<file path="src/rtl/int_ctrl_if.sv">
// int_ctrl_if: bus bundle between the interrupt controller and its environment
// (device requests, config port, CPU interrupt/acknowledge handshake).
//   master : drives src_req, cfg_*, INTA_*; observes cfg_rdata, INT_*, *_id
//   slave  : the controller side (int_ctrl)
interface int_ctrl_if #(
    parameter int unsigned NUM_SRC = 8,
    parameter int unsigned ID_W    = 3
);
    logic [NUM_SRC-1:0] src_req;
    logic               cfg_we;
    logic [1:0]         cfg_addr;
    logic [NUM_SRC-1:0] cfg_wdata;
    logic [NUM_SRC-1:0] cfg_rdata;
    logic               INTA_irq;
    logic               INTA_fiq;
    logic               INT_irq;
    logic               INT_fiq;
    logic [ID_W-1:0]    irq_id;
    logic [ID_W-1:0]    fiq_id;

    modport master (
        output src_req, cfg_we, cfg_addr, cfg_wdata, INTA_irq, INTA_fiq,
        input  cfg_rdata, INT_irq, INT_fiq, irq_id, fiq_id
    );

    modport slave (
        input  src_req, cfg_we, cfg_addr, cfg_wdata, INTA_irq, INTA_fiq,
        output cfg_rdata, INT_irq, INT_fiq, irq_id, fiq_id
    );
endinterface

</file>
<file path="src/rtl/int_ctrl.sv">
// int_ctrl: interrupt controller feeding a CPU's IRQ and FIQ request lines.
// Latches NUM_SRC device requests, masks them, routes each to IRQ or FIQ,
// presents the lowest pending index per line and retires it on acknowledge.
//
// Ports:
//   clk, rst_n      clock (rising edge), asynchronous active-low reset
//   bus (slave)     src_req       device requests (asynchronous to clk)
//                   cfg_we/addr/wdata  config write: 0=MASK 1=FIQ_SEL
//                                 2=SET (write-1-to-set) 3=CLR (write-1-to-clear)
//                   cfg_rdata     combinational readback: 0=mask 1=fiq_sel
//                                 2=pending 3=pending&mask
//                   INTA_irq/fiq  acknowledge pulses from the CPU
//                   INT_irq/fiq   registered request lines
//                   irq_id/fiq_id registered id of the last acknowledged source
//
// Build option: macro INT_EDGE_EN selects edge-triggered hardware requests
// (pending set on a synchronised rising edge, held until ack/CLR). With the
// macro undefined, requests are level-sensitive: pending = sync2 | sw_pend.
module int_ctrl #(
    parameter int unsigned NUM_SRC = 8,
    parameter int unsigned ID_W    = 3
) (
    input  logic      clk,
    input  logic      rst_n,
    int_ctrl_if.slave bus
);

    localparam logic [1:0] ST_IDLE = 2'd0;
    localparam logic [1:0] ST_REQ  = 2'd1;
    localparam logic [1:0] ST_GAP  = 2'd2;

    localparam logic [1:0] A_MASK = 2'd0;
    localparam logic [1:0] A_FSEL = 2'd1;
    localparam logic [1:0] A_SET  = 2'd2;
    localparam logic [1:0] A_CLR  = 2'd3;

    logic [NUM_SRC-1:0] sync1;
    logic [NUM_SRC-1:0] sync2;
    logic [NUM_SRC-1:0] mask_q;
    logic [NUM_SRC-1:0] fiq_sel_q;
    logic [NUM_SRC-1:0] pending;
    logic [NUM_SRC-1:0] irq_vec;
    logic [NUM_SRC-1:0] fiq_vec;
    logic               irq_any;
    logic               fiq_any;
    logic [ID_W-1:0]    win_irq;
    logic [ID_W-1:0]    win_fiq;
    logic [1:0]         irq_st;
    logic [1:0]         irq_nxt;
    logic [1:0]         fiq_st;
    logic [1:0]         fiq_nxt;
    logic               irq_ack;
    logic               fiq_ack;
    logic [NUM_SRC-1:0] set_v;
    logic [NUM_SRC-1:0] clr_v;
    logic               int_irq_q;
    logic               int_fiq_q;
    logic [ID_W-1:0]    irq_id_q;
    logic [ID_W-1:0]    fiq_id_q;
    logic [NUM_SRC-1:0] rdata_c;

`ifdef INT_EDGE_EN
    logic [NUM_SRC-1:0] sync3;
    logic [NUM_SRC-1:0] pend_q;
`else
    logic [NUM_SRC-1:0] sw_pend_q;
`endif

    // Lowest set index wins; returns 0 for an empty vector (never used then).
    function automatic logic [ID_W-1:0] lowest_idx(input logic [NUM_SRC-1:0] v);
        logic [ID_W-1:0] r;
        logic            found;
        r     = '0;
        found = 1'b0;
        for (int unsigned i = 0; i < NUM_SRC; i++) begin
            if (v[i] && !found) begin
                r     = ID_W'(i);
                found = 1'b1;
            end
        end
        return r;
    endfunction

    // Two-stage request synchroniser (plus edge-detect stage in edge mode).
    always_ff @(posedge clk or negedge rst_n) begin
        if (!rst_n) begin
            sync1 <= '0;
            sync2 <= '0;
`ifdef INT_EDGE_EN
            sync3 <= '0;
`endif
        end else begin
            sync1 <= bus.src_req;
            sync2 <= sync1;
`ifdef INT_EDGE_EN
            sync3 <= sync2;
`endif
        end
    end

    // Mask and line-routing registers.
    always_ff @(posedge clk or negedge rst_n) begin
        if (!rst_n) begin
            mask_q    <= '0;
            fiq_sel_q <= '0;
        end else if (bus.cfg_we) begin
            if (bus.cfg_addr == A_MASK) mask_q    <= bus.cfg_wdata;
            if (bus.cfg_addr == A_FSEL) fiq_sel_q <= bus.cfg_wdata;
        end
    end

    // Set/clear sources for the pending state; set beats clear on the same bit.
    always_comb begin
        set_v = '0;
        clr_v = '0;
        if (bus.cfg_we && (bus.cfg_addr == A_SET)) set_v = bus.cfg_wdata;
        if (bus.cfg_we && (bus.cfg_addr == A_CLR)) clr_v = bus.cfg_wdata;
        if (irq_ack) clr_v = clr_v | (NUM_SRC'(1) << win_irq);
        if (fiq_ack) clr_v = clr_v | (NUM_SRC'(1) << win_fiq);
`ifdef INT_EDGE_EN
        set_v = set_v | (sync2 & ~sync3);
`endif
    end

`ifdef INT_EDGE_EN
    // Edge mode: a latched rising edge stays pending until ack or CLR.
    always_ff @(posedge clk or negedge rst_n) begin
        if (!rst_n) pend_q <= '0;
        else        pend_q <= (pend_q & ~clr_v) | set_v;
    end

    assign pending = pend_q;
`else
    // Level mode: only the software part is stored; a live source re-requests.
    always_ff @(posedge clk or negedge rst_n) begin
        if (!rst_n) sw_pend_q <= '0;
        else        sw_pend_q <= (sw_pend_q & ~clr_v) | set_v;
    end

    assign pending = sync2 | sw_pend_q;
`endif

    assign irq_vec = pending & mask_q & ~fiq_sel_q;
    assign fiq_vec = pending & mask_q &  fiq_sel_q;
    assign irq_any = |irq_vec;
    assign fiq_any = |fiq_vec;
    assign win_irq = lowest_idx(irq_vec);
    assign win_fiq = lowest_idx(fiq_vec);

    // Per-line FSM state registers.
    always_ff @(posedge clk or negedge rst_n) begin
        if (!rst_n) begin
            irq_st <= ST_IDLE;
            fiq_st <= ST_IDLE;
        end else begin
            irq_st <= irq_nxt;
            fiq_st <= fiq_nxt;
        end
    end

    // Next state and ack strobes; an ack only counts in REQ with a live winner.
    always_comb begin
        irq_nxt = irq_st;
        fiq_nxt = fiq_st;
        irq_ack = 1'b0;
        fiq_ack = 1'b0;

        case (irq_st)
            ST_IDLE: if (irq_any) irq_nxt = ST_REQ;
            ST_REQ: begin
                if (!irq_any) begin
                    irq_nxt = ST_IDLE;
                end else if (bus.INTA_irq) begin
                    irq_ack = 1'b1;
                    irq_nxt = ST_GAP;
                end
            end
            ST_GAP:  irq_nxt = ST_IDLE;
            default: irq_nxt = ST_IDLE;
        endcase

        case (fiq_st)
            ST_IDLE: if (fiq_any) fiq_nxt = ST_REQ;
            ST_REQ: begin
                if (!fiq_any) begin
                    fiq_nxt = ST_IDLE;
                end else if (bus.INTA_fiq) begin
                    fiq_ack = 1'b1;
                    fiq_nxt = ST_GAP;
                end
            end
            ST_GAP:  fiq_nxt = ST_IDLE;
            default: fiq_nxt = ST_IDLE;
        endcase
    end

    // Registered request lines and captured vector ids.
    always_ff @(posedge clk or negedge rst_n) begin
        if (!rst_n) begin
            int_irq_q <= 1'b0;
            int_fiq_q <= 1'b0;
            irq_id_q  <= '0;
            fiq_id_q  <= '0;
        end else begin
            int_irq_q <= (irq_st == ST_REQ) && irq_any && !irq_ack;
            int_fiq_q <= (fiq_st == ST_REQ) && fiq_any && !fiq_ack;
            if (irq_ack) irq_id_q <= win_irq;
            if (fiq_ack) fiq_id_q <= win_fiq;
        end
    end

    // Combinational config readback.
    always_comb begin
        rdata_c = '0;
        case (bus.cfg_addr)
            A_MASK:  rdata_c = mask_q;
            A_FSEL:  rdata_c = fiq_sel_q;
            A_SET:   rdata_c = pending;
            default: rdata_c = pending & mask_q;
        endcase
    end

    assign bus.cfg_rdata = rdata_c;
    assign bus.INT_irq   = int_irq_q;
    assign bus.INT_fiq   = int_fiq_q;
    assign bus.irq_id    = irq_id_q;
    assign bus.fiq_id    = fiq_id_q;

endmodule

</file>
<file path="src/flat_wrapper.sv">
// flat-port wrapper written by rule: the top's interface ports become plain ports
module int_ctrl_flat 
#(
    parameter int unsigned NUM_SRC = 8,
    parameter int unsigned ID_W    = 3
)
  (clk, rst_n, bus_src_req, bus_cfg_we, bus_cfg_addr, bus_cfg_wdata, bus_INTA_irq, bus_INTA_fiq, bus_cfg_rdata, bus_INT_irq, bus_INT_fiq, bus_irq_id, bus_fiq_id);
  int_ctrl_if #(.NUM_SRC(NUM_SRC), .ID_W(ID_W)) bus_i ();
  input  logic clk;
  input  logic rst_n;
  input wire logic [$bits(bus_i.src_req)-1:0] bus_src_req;
  input wire logic [$bits(bus_i.cfg_we)-1:0] bus_cfg_we;
  input wire logic [$bits(bus_i.cfg_addr)-1:0] bus_cfg_addr;
  input wire logic [$bits(bus_i.cfg_wdata)-1:0] bus_cfg_wdata;
  input wire logic [$bits(bus_i.INTA_irq)-1:0] bus_INTA_irq;
  input wire logic [$bits(bus_i.INTA_fiq)-1:0] bus_INTA_fiq;
  output wire logic [$bits(bus_i.cfg_rdata)-1:0] bus_cfg_rdata;
  output wire logic [$bits(bus_i.INT_irq)-1:0] bus_INT_irq;
  output wire logic [$bits(bus_i.INT_fiq)-1:0] bus_INT_fiq;
  output wire logic [$bits(bus_i.irq_id)-1:0] bus_irq_id;
  output wire logic [$bits(bus_i.fiq_id)-1:0] bus_fiq_id;
  assign bus_i.src_req = bus_src_req;
  assign bus_i.cfg_we = bus_cfg_we;
  assign bus_i.cfg_addr = bus_cfg_addr;
  assign bus_i.cfg_wdata = bus_cfg_wdata;
  assign bus_i.INTA_irq = bus_INTA_irq;
  assign bus_i.INTA_fiq = bus_INTA_fiq;
  assign bus_cfg_rdata = bus_i.cfg_rdata;
  assign bus_INT_irq = bus_i.INT_irq;
  assign bus_INT_fiq = bus_i.INT_fiq;
  assign bus_irq_id = bus_i.irq_id;
  assign bus_fiq_id = bus_i.fiq_id;
  int_ctrl #(.NUM_SRC(NUM_SRC), .ID_W(ID_W)) u_core (.clk(clk), .rst_n(rst_n), .bus(bus_i));
endmodule
</file>
<file path="config.mk">
export PLATFORM = sky130hd
export DESIGN_NAME = int_ctrl_flat
export DESIGN_NICKNAME = d
export VERILOG_FILES = /design/src/rtl/int_ctrl_if.sv /design/src/rtl/int_ctrl.sv /design/src/flat_wrapper.sv
export SDC_FILE = /design/constraint.sdc
export NUM_CORES = 1
export LEC_CHECK = 0
export BUFFER_PORTS_ARGS = -buffer_cell sky130_fd_sc_hd__buf_2
export CORE_MARGIN = 2
export CORE_UTILIZATION = 30
export CTS_BUF_LIST = sky130_fd_sc_hd__clkbuf_2
export DETAILED_ROUTE_END_ITERATION = 10
export SETUP_SLACK_MARGIN = 0.5
export SKIP_CTS_REPAIR_TIMING = 1
export SLEW_MARGIN = 0
export SYNTH_ARGS = -nofsm -noshare
export SYNTH_HDL_FRONTEND = slang
export SYNTH_SLANG_ARGS = --single-unit
</file>
<file path="constraint.sdc">
create_clock -name clk -period 4.55 [get_ports clk]
set_clock_uncertainty 0.1 [all_clocks]
set_input_delay 0 -clock clk [delete_from_list [all_inputs] [get_ports clk]]
set_output_delay 0 -clock clk [all_outputs]
set_load 0.01 [all_outputs]
</file>
==> summary.md, run 1 <==
| Metric | Value |
|---|---|
| Result of the run | `complete, no violations` |
| Warnings from Yosys | `0` |
| Post-route fraction of the period consumed by the critical path | `0.5135` |
| Global-route wire length before repair | `10230 µm` |
| Synth async-reset ratio | `1.000` |
| Headroom to the max-slew limit | `0.5487` |
| CTS tree | `built` |
| Floorplan die width | `approximately 98 µm` |
| Top cells by area, synth | `sky130_fd_sc_hd__dfrtp_1 49%, sky130_fd_sc_hd__mux2_2 6.8%, sky130_fd_sc_hd__nor2_1 3.7%, sky130_fd_sc_hd__nand2_1 2.9%, sky130_fd_sc_hd__mux2i_1 2.7%` |
| Number of nets in the final layout | `322` |
| Fraction of power consumed by the clock network | `0.134` |
| Detailed placement HPWL | `4512 µm` |
| Root Buffer | `sky130_fd_sc_hd__clkbuf_2` |
| Slew Limit Fails | `0` |
| Total Die Area | `9544 µm²` |
| Global placer's final weighted congestion | `0.8361` |
| Number of ports placed on the die boundary | `39` |
| Reg power frac | `0.490` |
| Via count of the first global-routing pass | `1962` |
| Syn_nets | `around 260` |
| Worst setup path category | `flip-flop to flip-flop` |
| Class of the tightest hold or removal check | `input pin to asynchronous set/reset pin` |
| Setup total negative slack | `0 ns` |
| DRC violations left | `0` |
| Startpoint type of the worst setup path | `flip-flop` |
| Mean Syn Cell Area | `between 10 and 15 µm²` |
| Number of synthesized flops with an enable pin | `0` |
| Number of failing hold endpoints at the final stage | `0` |
| Final worst setup slack | `between 2 and 2.5 ns` |
| Average detailed-routed wire length per instance | `~16 µm` |
| H-Tree Level Count | `2` |
| 1st-iter DRT viols | `131` |
| Top cell types by occurrence after synthesis | `52 x sky130_fd_sc_hd__dfrtp_1, 26 x sky130_fd_sc_hd__nor2_1, 20 x sky130_fd_sc_hd__nand2_1` |
| Area Overhead vs Synth | `22.52%` |
| Clock Tree Buf Depth | `2` |
| Slew at the pin closest to its max-slew limit | `between 0.6 and 0.7 ns` |
| Most frequent cell after synthesis | `sky130_fd_sc_hd__dfrtp_1` |
| Number of clock sinks | `52` |
| Clock transition time at the flip-flop clock pins of the worst setup and hold paths | `approximately 0.26 ns` |
| Clock insertion delay at the later pin of the skew report | `0.45 ns` |
| Total grt overflow | `0` |
| Total Power Consumption | `around 1.4 mW` |
| Count of input and output buffers | `38` |
| Total core area | `between 8000 and 9000 µm²` |
| Ys flop type | `sky130_fd_sc_hd__dfrtp_1` |
| Row count | `34` |
| Maximum number of pins on one net before global-route repair | `53` |
| Power Dens Cells | `434.7 nW/µm²` |
| Largest area contributor in the netlist | `sky130_fd_sc_hd__dfrtp_1` |
| Post-synthesis sequential area ratio | `0.4941` |
| Number of max-capacitance violations reported | `0` |
| Peak fanout along the critical path | `6` |
| Combinational cell fraction of total power | `0.377` |
| Synth Cell Area | `approximately 2600 µm²` |
| Final Routed Wirelength | `6464 µm` |
| RSZ-0062 raised after global routing | `false` |
| CP arrival | `between 2 and 3 ns` |
| Starting Density | `0.3050` |
| Ratio of cells with drive above 1 in the final layout | `0.3000` |
| Critical path required time | `4.83 ns` |
| Initial antenna violation count | `0` |
| Sw Ratio | `0.3841` |
| Number of iterations in the first detailed-routing pass | `5` |
| Final Setup Violations | `0` |
| IR Drop Worst-Case VDD | `142.6 µV` |
| Element type at the critical path end | `flip-flop` |
| Number of distinct standard cells referenced by the synthesized netlist | `57` |
| Highest clock frequency the design can meet | `428.0 MHz` |
| Net switching power of the design | `around 0.54 mW` |
| #FFs+latches synth | `52` |
| Vias after detailed routing | `~2100` |
| Final antenna-violating net count | `0` |
| Diode count | `0` |
| GRT Util Overall | `0.1347` |
| Die Height | `~100 µm` |
| Post-placement worst setup slack | `roughly 2.6 ns` |
| Routed via count divided by cell count | `between 5 and 6` |
| Post-Syn Instances | `235` |
| Design internal power | `roughly 0.86 mW` |
| Time the final worst path needs with I/O delays and setup | `roughly 2.3 ns` |
| Fraction of post-synthesis cell area in the top cell type by area | `0.4941` |
| CTS Buf Count | `5` |
| Leakage Power | `~1.4 nW` |
==> per-stage QoR <==
step	cells	hold WS (ns)	utilization	instance area [µm²]
floorplan	235	-0.3956	-	2634
global placement	376	0.01003	0.3408	2943
detailed placement	376	0.01013	0.3408	2943
CTS	384	-0.4992	0.3458	2987
global route	408	0.02362	0.3737	3227
finish	408	0.05547	0.3737	3227
==> worst max-delay path, stage by stage (launching register included) <==
cell and delay, ns:
sky130_fd_sc_hd__dfrtp_1 0.51, sky130_fd_sc_hd__o21ai_2 0.20, sky130_fd_sc_hd__nor2_2 0.09, sky130_fd_sc_hd__nor4_4 0.46, sky130_fd_sc_hd__nand3_1 0.13, sky130_fd_sc_hd__a32o_1 0.24, sky130_fd_sc_hd__dlygate4sd3_1 0.55
==> state kept, by name, summed over array words and instances, names as in the netlist <==
register            flops
u_core.mask_q           8
u_core.bus.fiq_id       3
u_core.fiq_sel_q        8
u_core.sw_pend_q        8
u_core.sync2            8
u_core.bus.irq_id       3
u_core.bus.INT_irq      1
u_core.irq_st           2
u_core.bus.INT_fiq      1
u_core.fiq_st           2
u_core.sync1            8
==> final timing paths <==
kind | start | endpoint | slack [ns] | depth (start not counted)
max | u_core.sync2[0]$_DFF_PN0_ | u_core.sw_pend_q[4]$_DFF_PN0_ | 2.21 | 6
min | rst_n | u_core.sw_pend_q[3]$_DFF_PN0_ | 0.06 | 3
max in group asynchronous | rst_n | u_core.sync2[6]$_DFF_PN0_ | 3.85 | 3
max reg2reg | u_core.sync2[0]$_DFF_PN0_ | u_core.sw_pend_q[4]$_DFF_PN0_ | 2.21 | 6
min reg2reg | u_core.sync1[7]$_DFF_PN0_ | u_core.sync2[7]$_DFF_PN0_ | 0.28 | 0
min in group clk | bus_src_req[4] | u_core.sync1[4]$_DFF_PN0_ | 0.06 | 2
==> power groups by stage <==
stage                     logic [mW]  clock network, mW  registers, mW
final                          0.529              0.187          0.687
after global routing           0.582              0.219          0.706
after CTS                      0.513              0.196          0.686
after detailed placement       0.510                  0          0.694
after global placement         0.503                  0          0.690
after floorplan                0.353                  0          0.685
==> cell usage in the layout (no fill, tap or decap), types with 2 or more instances in the layout <==
cell,count
sky130_fd_sc_hd__or2_2,2
sky130_fd_sc_hd__o211ai_1,4
sky130_fd_sc_hd__o21ai_0,7
sky130_fd_sc_hd__and2_1,2
sky130_fd_sc_hd__dfrtp_1,52
sky130_fd_sc_hd__nor3b_1,2
sky130_fd_sc_hd__nor2_2,3
sky130_fd_sc_hd__buf_2,38
sky130_fd_sc_hd__a221oi_1,7
sky130_fd_sc_hd__a31oi_1,3
sky130_fd_sc_hd__clkbuf_2,5
sky130_fd_sc_hd__nand2_1,20
sky130_fd_sc_hd__mux2i_1,7
sky130_fd_sc_hd__nor4b_1,2
sky130_fd_sc_hd__clkinv_2,2
sky130_fd_sc_hd__o21ai_1,4
sky130_fd_sc_hd__o22a_1,4
sky130_fd_sc_hd__a21oi_1,5
sky130_fd_sc_hd__a211oi_1,3
sky130_fd_sc_hd__mux2_4,3
sky130_fd_sc_hd__mux2_2,16
sky130_fd_sc_hd__o211ai_2,5
sky130_fd_sc_hd__nand3b_1,3
sky130_fd_sc_hd__o31ai_1,2
sky130_fd_sc_hd__nor2_1,26
sky130_fd_sc_hd__o211a_1,5
sky130_fd_sc_hd__dlygate4sd3_1,24
sky130_fd_sc_hd__inv_1,3
sky130_fd_sc_hd__nor3_1,8
sky130_fd_sc_hd__a21boi_0,2
==> area by class of cell <==
cell class	instances	area, µm²
Tap cell	108	135.1
Timing Repair Buffer	63	437.9
Sequential cell	52	1301
Clock buffer	5	25.02
Fill cell	889	5409
Multi-Input combinational cell	174	1297
Clock inverter	3	18.77
Inverter	3	11.26
==> cells by family after synthesis <==
family	share of synthesized area
buffers and inverters	0.01330
muxes	0.1121
DFF	0.4941
AOI/OAI and AO/OA	0.2176
and+or+nand+nor	0.1629
==> metal layers <==
metal | track usage | wire [µm] | vias to the layer above
li1 | - | - | 1018
met1 | 0.1934 | 3220 | 1013
met2 | 0.2042 | 2931 | 57
met3 | 0.03165 | 255 | 7
met4 | 0.03632 | 57 | 0
met5 | 0 | 0 | -
No activity file was read; power rests on OpenSTA's default activity.
==> inputs of run 2 (changes only) <==
Clock period 4.55 ns to 2.1 ns, I/O delays scaled along.
==> run 2 against run 1 <==
  * Hold slack got worse by 0.0045 ns
  * Sequential cell count unchanged
  * Count of clock-buffer cells in the layout unchanged
  * Utilization increased by 4.4 points
  * Total power increased by 150%
  * First-iteration DRC count decreased by 30%
  * Global-route usage increased by 1.0 points
  * Sequential share of layout area decreased by 3.6 points
  * Via count increased by 4.4%
  * Die area unchanged
  * Non-clock buffer count increased by 25
  * Fmax increased by 19%
  * Critical endpoint is now u_core.sw_pend_q[7]$_DFF_PN0_
==> summary.md, run 2 (same netlist as run 1, synthesis figures left out) <==
| Metric | Value |
|---|---|
| Result of the run | `complete, no violations (unchanged)` |
| CP arrival | `2.21 ns (was 2.62 ns)` |
| Root Buffer | `sky130_fd_sc_hd__clkbuf_2 (unchanged)` |
| Vias after detailed routing | `2188 (was 2095)` |
| Total Die Area | `9544 µm² (unchanged)` |
| Total grt overflow | `0 (unchanged)` |
| Global-route wire length before repair | `10930 µm (was 10230 µm)` |
| Power Dens Cells | `956.2 nW/µm² (was 434.7 nW/µm²)` |
| Average detailed-routed wire length per instance | `16.27 µm (was 15.84 µm)` |
| RSZ-0062 raised after global routing | `true (was false)` |
| CP max-delay cell | `sky130_fd_sc_hd__dfrtp_1 (was sky130_fd_sc_hd__dlygate4sd3_1)` |
| Number of ports placed on the die boundary | `39 (unchanged)` |
| Via count of the first global-routing pass | `2046 (was 1962)` |
| Headroom to the max-slew limit | `0.5638 (was 0.5487)` |
| Final Setup Violations | `0 (unchanged)` |
| Element type at the critical path end | `flip-flop (unchanged)` |
| Clock insertion delay at the later pin of the skew report | `0.45 ns (about the same)` |
| Number of clock sinks | `52 (unchanged)` |
| Final antenna-violating net count | `0 (unchanged)` |
| Maximum number of pins on one net before global-route repair | `28 (was 53)` |
| Clock transition time at the flip-flop clock pins of the worst setup and hold paths | `0.27 ns (was 0.26 ns)` |
| Number of failing hold endpoints at the final stage | `0 (unchanged)` |
| Die Height | `97.70 µm (unchanged)` |
| DRC violations left | `0 (unchanged)` |
| Count of input and output buffers | `38 (unchanged)` |
| Cell-by-cell trace of the critical path | `o211ai_1 > nand4_2 > or4_4 > o211ai_2 > a22oi_1 (was o21ai_2 > nor2_2 > nor4_4 > nand3_1 > a32o_1 > dlygate4sd3_1)` |
| Class of the tightest hold or removal check | `input pin to flip-flop (was input pin to asynchronous set/reset pin)` |
| Number of iterations in the first detailed-routing pass | `4 (was 5)` |
| Final worst setup slack | `0.1340 ns (was 2.214 ns)` |
| Detailed placement HPWL | `4846 µm (was 4512 µm)` |
| CP max stage delay | `0.47 ns (was 0.55 ns)` |
| Area Overhead vs Synth | `36.91% (was 22.52%)` |
| CTS tree | `built (unchanged)` |
| Most frequent cells in the layout | `38 x sky130_fd_sc_hd__buf_2, 34 x sky130_fd_sc_hd__dfrtp_1, 27 x sky130_fd_sc_hd__dlygate4sd3_1, 22 x sky130_fd_sc_hd__nor2_1, 22 x sky130_fd_sc_hd__buf_4 (was 52 x sky130_fd_sc_hd__dfrtp_1, 38 x sky130_fd_sc_hd__buf_2, 26 x sky130_fd_sc_hd__nor2_1, 24 x sky130_fd_sc_hd__dlygate4sd3_1, 20 x sky130_fd_sc_hd__nand2_1)` |
| Clock Tree Buf Depth | `2 (unchanged)` |
| Most common cell after layout, fill and taps aside | `sky130_fd_sc_hd__buf_2 (was sky130_fd_sc_hd__dfrtp_1)` |
| GRT Util Overall | `0.1447 (was 0.1347)` |
| Final design instance area without fill | `3606 µm² (was 3227 µm²)` |
| Critical path required time | `2.35 ns (was 4.83 ns)` |
| Slew Limit Fails | `0 (unchanged)` |
| Setup total negative slack | `0 ns (unchanged)` |
| H-Tree Level Count | `2 (unchanged)` |
| Total core area | `8636 µm² (unchanged)` |
| Floorplan die width | `97.70 µm (unchanged)` |
| Routed via count divided by cell count | `5.053 (was 5.135)` |
| Slew at the pin closest to its max-slew limit | `0.6521 ns (was 0.6770 ns)` |
| Ratio of cells with drive above 1 in the final layout | `0.4554 (was 0.3000)` |
| Peak fanout along the critical path | `3 (was 6)` |
| Post-Place Cell Area | `3012 µm² (was 2943 µm²)` |
| Post-route fraction of the period consumed by the critical path | `0.9362 (was 0.5135)` |
| Worst setup path category | `flip-flop to flip-flop (unchanged)` |
| Startpoint type of the worst setup path | `flip-flop (unchanged)` |
| Initial antenna violation count | `0 (unchanged)` |
| Time the final worst path needs with I/O delays and setup | `1.966 ns (was 2.336 ns)` |
| 1st-iter DRT viols | `92 (was 131)` |
| CTS Buf Count | `5 (unchanged)` |
| Post-placement worst setup slack | `0.2021 ns (was 2.563 ns)` |
| Global placer's final weighted congestion | `0.8338 (was 0.8361)` |
| Starting Density | `0.3050 (unchanged)` |
| Highest clock frequency the design can meet | `508.6 MHz (was 428.0 MHz)` |
| Row count | `34 (unchanged)` |
| Final Routed Wirelength | `7044 µm (was 6464 µm)` |
| Number of nets in the final layout | `347 (was 322)` |
| IR Drop Worst-Case VDD | `384.4 µV (was 142.6 µV)` |
| Number of max-capacitance violations reported | `0 (unchanged)` |
| Diode count | `0 (unchanged)` |
| Leakage Power | `1.528 nW (was 1.399 nW)` |
## run 2: power breakdown
| group | switching, mW | internal, mW | leakage [nW] | total [mW] |
|---|---|---|---|---|
| Clock | 0.326 | 0.198 | 0.0390 | 0.524 |
| Sequential | 0.264 | 1.25 | 0.604 | 1.52 |
| Combinational | 0.691 | 0.713 | 0.885 | 1.40 |
| Total | 1.28 | 2.17 | 1.53 | 3.45 |
## run 2: cell type report
type                    instances  area (µm²)
clock inverters                 3       42.54
flip-flops and latches         52        1324
well taps                     108       135.1
multi-input cells             174        1423
inverters                       3       11.26
repair buffers                 88       645.6
fillers                       827        5030
clock buffers                   5       25.02
## run 2: per-layer routing
metal  share of wire  vias up  wire length [µm]  GRT usage
met5               0        -                 0          0
met2            0.49       54              3477     0.2419
met4          0.0084        0                59    0.03526
met3           0.038        7               265    0.02950
met1            0.46     1065              3243     0.1930
li1                -     1062                 -          -
## run 2: final timing paths
kind,from,end,slack (ns),cells after the start
min reg2reg,u_core.sync1[0]$_DFF_PN0_,u_core.sync2[0]$_DFF_PN0_,0.29,0
min in group asynchronous,rst_n,u_core.irq_st[0]$_DFFE_PN0P_,0.51,3
min,bus_src_req[4],u_core.sync1[4]$_DFF_PN0_,0.05,2
max,u_core.sw_pend_q[3]$_DFF_PN0_,u_core.sw_pend_q[7]$_DFF_PN0_,0.13,5
max in group asynchronous,rst_n,u_core.fiq_sel_q[7]$_DFFE_PN0P_,0.89,3
max reg2reg,u_core.sw_pend_q[3]$_DFF_PN0_,u_core.sw_pend_q[7]$_DFF_PN0_,0.13,5
## run 2: metrics by stage
stage,instances,util,hold slack (ns),total power [mW]
6_report,433,0.4176,0.05094,3.448
5_1_grt,433,0.4176,0.01337,3.673
4_1_cts,389,0.3566,-0.5747,3.183
3_5_place_dp,381,0.3487,-0.05366,2.659
3_3_place_gp,381,0.3487,-0.05487,2.639
2_1_floorplan,235,-,-0.3956,2.266
## run 2: critical path: cells and delay by family (launching register included)
kind	cells	cell delay (ns)
flip-flops	1	0.47
AO/OA/AOI/OAI	3	0.59
AND/OR/NAND/NOR	2	0.70
==> inputs of run 3 (changes only) <==
Settings changed: REMOVE_ABC_BUFFERS set to 1, SLEW_MARGIN 0 to 15.
==> run 3 against run 2 <==
  * Sequential cell count unchanged
  * Utilization down 1.6 points
  * Fmax rose by 1.4%
  * Design area is 3.9% lower
  * Sequential share of layout area is 1.3 points higher
  * Die area is the same
  * First-iteration DRC count increased by 8.7%
  * Clock power shrank 21%
  * Hold slack improved by 0.0051 ns
  * Combinational power shrank 4%
  * Global-route usage fell by 0.36 points
  * Largest power group unchanged
==> summary.md, run 3 (same netlist as run 1, synthesis figures left out) <==
| Metric | Value |
|---|---|
| Result of the run | `complete, no violations (unchanged)` |
| CTS Buf Count | `5 (unchanged)` |
| Average detailed-routed wire length per instance | `16.47 µm (was 16.27 µm)` |
| Final Setup Violations | `0 (unchanged)` |
| 1st-iter DRT viols | `100 (was 92)` |
| Via count of the first global-routing pass | `2029 (was 2046)` |
| Setup total negative slack | `0 ns (unchanged)` |
| CP arrival | `2.18 ns (was 2.21 ns)` |
| Clock transition time at the flip-flop clock pins of the worst setup and hold paths | `0.27 ns (about the same)` |
| Final antenna-violating net count | `0 (unchanged)` |
| Headroom to the max-slew limit | `0.5347 (was 0.5638)` |
| Power Dens Cells | `945.0 nW/µm² (was 956.2 nW/µm²)` |
| Dominant delay contributor by cell family on the critical path | `simple AND/OR/NAND/NOR gates (unchanged)` |
| Area Overhead vs Synth | `31.59% (was 36.91%)` |
| Bufs and invs on worst path | `0 (unchanged)` |
| RSZ-0062 raised after global routing | `true (unchanged)` |
| Global placer's final weighted congestion | `0.9248 (was 0.8338)` |
| Cells on worst reg2reg path | `5 (unchanged)` |
| Dominant cell type by count on the critical path | `sky130_fd_sc_hd__o211ai_2` |
| CTS tree | `built (unchanged)` |
| Maximum number of pins on one net before global-route repair | `29 (was 28)` |
| Slew at the pin closest to its max-slew limit | `0.6957 ns (was 0.6521 ns)` |
| Class of the tightest hold or removal check | `input pin to flip-flop (unchanged)` |
| CP max stage delay | `0.57 ns (was 0.47 ns)` |
| GRT Util Overall | `0.1411 (was 0.1447)` |
| DRC violations left | `0 (unchanged)` |
| Clock Tree Buf Depth | `2 (unchanged)` |
| Final Routed Wirelength | `7031 µm (was 7044 µm)` |
| Initial antenna violation count | `0 (unchanged)` |
| Row count | `34 (unchanged)` |
| Floorplan die width | `97.70 µm (unchanged)` |
| Total grt overflow | `0 (unchanged)` |
| Ratio of cells with drive above 1 in the final layout | `0.4075 (was 0.4554)` |
| Hold-critical path depth | `2 (unchanged)` |
| Leakage Power | `1.499 nW (was 1.528 nW)` |
| H-Tree Level Count | `2 (unchanged)` |
| Clock insertion delay at the later pin of the skew report | `0.45 ns (about the same)` |
| Number of nets in the final layout | `341 (was 347)` |
| Total core area | `8636 µm² (unchanged)` |
| Worst hold slack after final layout | `0.05602 ns (was 0.05094 ns)` |
| Starting Density | `0.3050 (unchanged)` |
| Diode count | `0 (unchanged)` |
| Number of iterations in the first detailed-routing pass | `4 (unchanged)` |
| Highest clock frequency the design can meet | `515.8 MHz (was 508.6 MHz)` |
| Element type at the critical path end | `flip-flop (unchanged)` |
| Peak fanout along the critical path | `4 (was 3)` |
| Number of cells on the critical path | `5 (unchanged)` |
| Total Die Area | `9544 µm² (unchanged)` |
| Detailed placement HPWL | `4853 µm (was 4846 µm)` |
| CP max-delay cell | `sky130_fd_sc_hd__or4_4 (was sky130_fd_sc_hd__dfrtp_1)` |
| Cell-by-cell trace of the critical path | `o211ai_2 > nand2_2 > or4_4 > o211ai_2 > a22oi_1 (was o211ai_1 > nand4_2 > or4_4 > o211ai_2 > a22oi_1)` |
| Number of clock sinks | `52 (unchanged)` |
| Startpoint type of the worst setup path | `flip-flop (unchanged)` |
| Global-route wire length before repair | `10620 µm (was 10930 µm)` |
| Worst setup path category | `flip-flop to flip-flop (unchanged)` |
| Count of input and output buffers | `38 (unchanged)` |
| Routed via count divided by cell count | `5.215 (was 5.053)` |
| Vias after detailed routing | `2227 (was 2188)` |
| Post-layout util | `0.4013 (was 0.4176)` |
| Most common cell after layout, fill and taps aside | `sky130_fd_sc_hd__dfrtp_1 (was sky130_fd_sc_hd__buf_2)` |
| Number of max-capacitance violations reported | `0 (unchanged)` |
| Post-route fraction of the period consumed by the critical path | `0.9233 (was 0.9362)` |
| Die Height | `97.70 µm (unchanged)` |
| Number of failing hold endpoints at the final stage | `0 (unchanged)` |
| Critical path required time | `2.34 ns (was 2.35 ns)` |
| Slew Limit Fails | `0 (unchanged)` |
| Root Buffer | `sky130_fd_sc_hd__clkbuf_2 (unchanged)` |
| Most frequent cells in the layout | `40 x sky130_fd_sc_hd__dfrtp_1, 38 x sky130_fd_sc_hd__buf_2, 24 x sky130_fd_sc_hd__nor2_1, 24 x sky130_fd_sc_hd__dlygate4sd3_1, 20 x sky130_fd_sc_hd__nand2_1 (was 38 x sky130_fd_sc_hd__buf_2, 34 x sky130_fd_sc_hd__dfrtp_1, 27 x sky130_fd_sc_hd__dlygate4sd3_1, 22 x sky130_fd_sc_hd__nor2_1, 22 x sky130_fd_sc_hd__buf_4)` |
| Number of ports placed on the die boundary | `39 (unchanged)` |
| IR Drop Worst-Case VDD | `313.9 µV (was 384.4 µV)` |
| Time the final worst path needs with I/O delays and setup | `1.939 ns (was 1.966 ns)` |
[run 3: power by group]
group	switching, mW	internal (mW)	total (mW)
sequential	0.266	1.25	1.51
combinational	0.658	0.687	1.35
clock	0.327	0.0889	0.416
total	1.25	2.02	3.28
[run 3: metal layers]
layer,global-route usage,wire [µm]
met2,0.2127,3252
met4,0.03526,66
met5,0,0
met3,0.04748,408
met1,0.1957,3302
[run 3: worst register-to-register path, delay by kind of cell, from the launching register on]
| kind | cells | cell delay [ns] |
|---|---|---|
| compound gates | 3 | 0.53 |
| simple gates | 2 | 0.70 |
| flops | 1 | 0.49 |
[run 3: final timing paths]
kind | from | end | slack [ns]
worst max-delay path | u_core.sw_pend_q[4]$_DFF_PN0_ | u_core.sw_pend_q[7]$_DFF_PN0_ | 0.16
worst min-delay path | bus_src_req[1] | u_core.sync1[1]$_DFF_PN0_ | 0.06
worst max register to register | u_core.sw_pend_q[4]$_DFF_PN0_ | u_core.sw_pend_q[7]$_DFF_PN0_ | 0.16
worst min register to register | u_core.sync1[6]$_DFF_PN0_ | u_core.sync2[6]$_DFF_PN0_ | 0.28
max in group asynchronous | rst_n | u_core.fiq_sel_q[6]$_DFFE_PN0P_ | 0.86
min in group asynchronous | rst_n | u_core.bus.irq_id[1]$_DFFE_PN0P_ | 0.44
[run 3: cell type report]
class	instances	area [µm²]
fillers	857	5170
flip-flops and latches	52	1316
multi-input cells	174	1360
clock inverters	2	16.27
repair buffers	82	596.8
clock buffers	6	30.03
well taps	108	135.1
inverters	3	11.26
[run 3: stage by stage]
stage                     instances  setup WS, ns  area, µm²  total power [mW]
final                           427        0.1612       3466             3.275
after global routing            427       0.09386       3466             3.479
after CTS                       391        0.1540       3054             3.060
after detailed placement        383        0.2211       3008             2.640
after global placement          383        0.2402       3008             2.611
after floorplan                 229        0.3455       2610             2.238
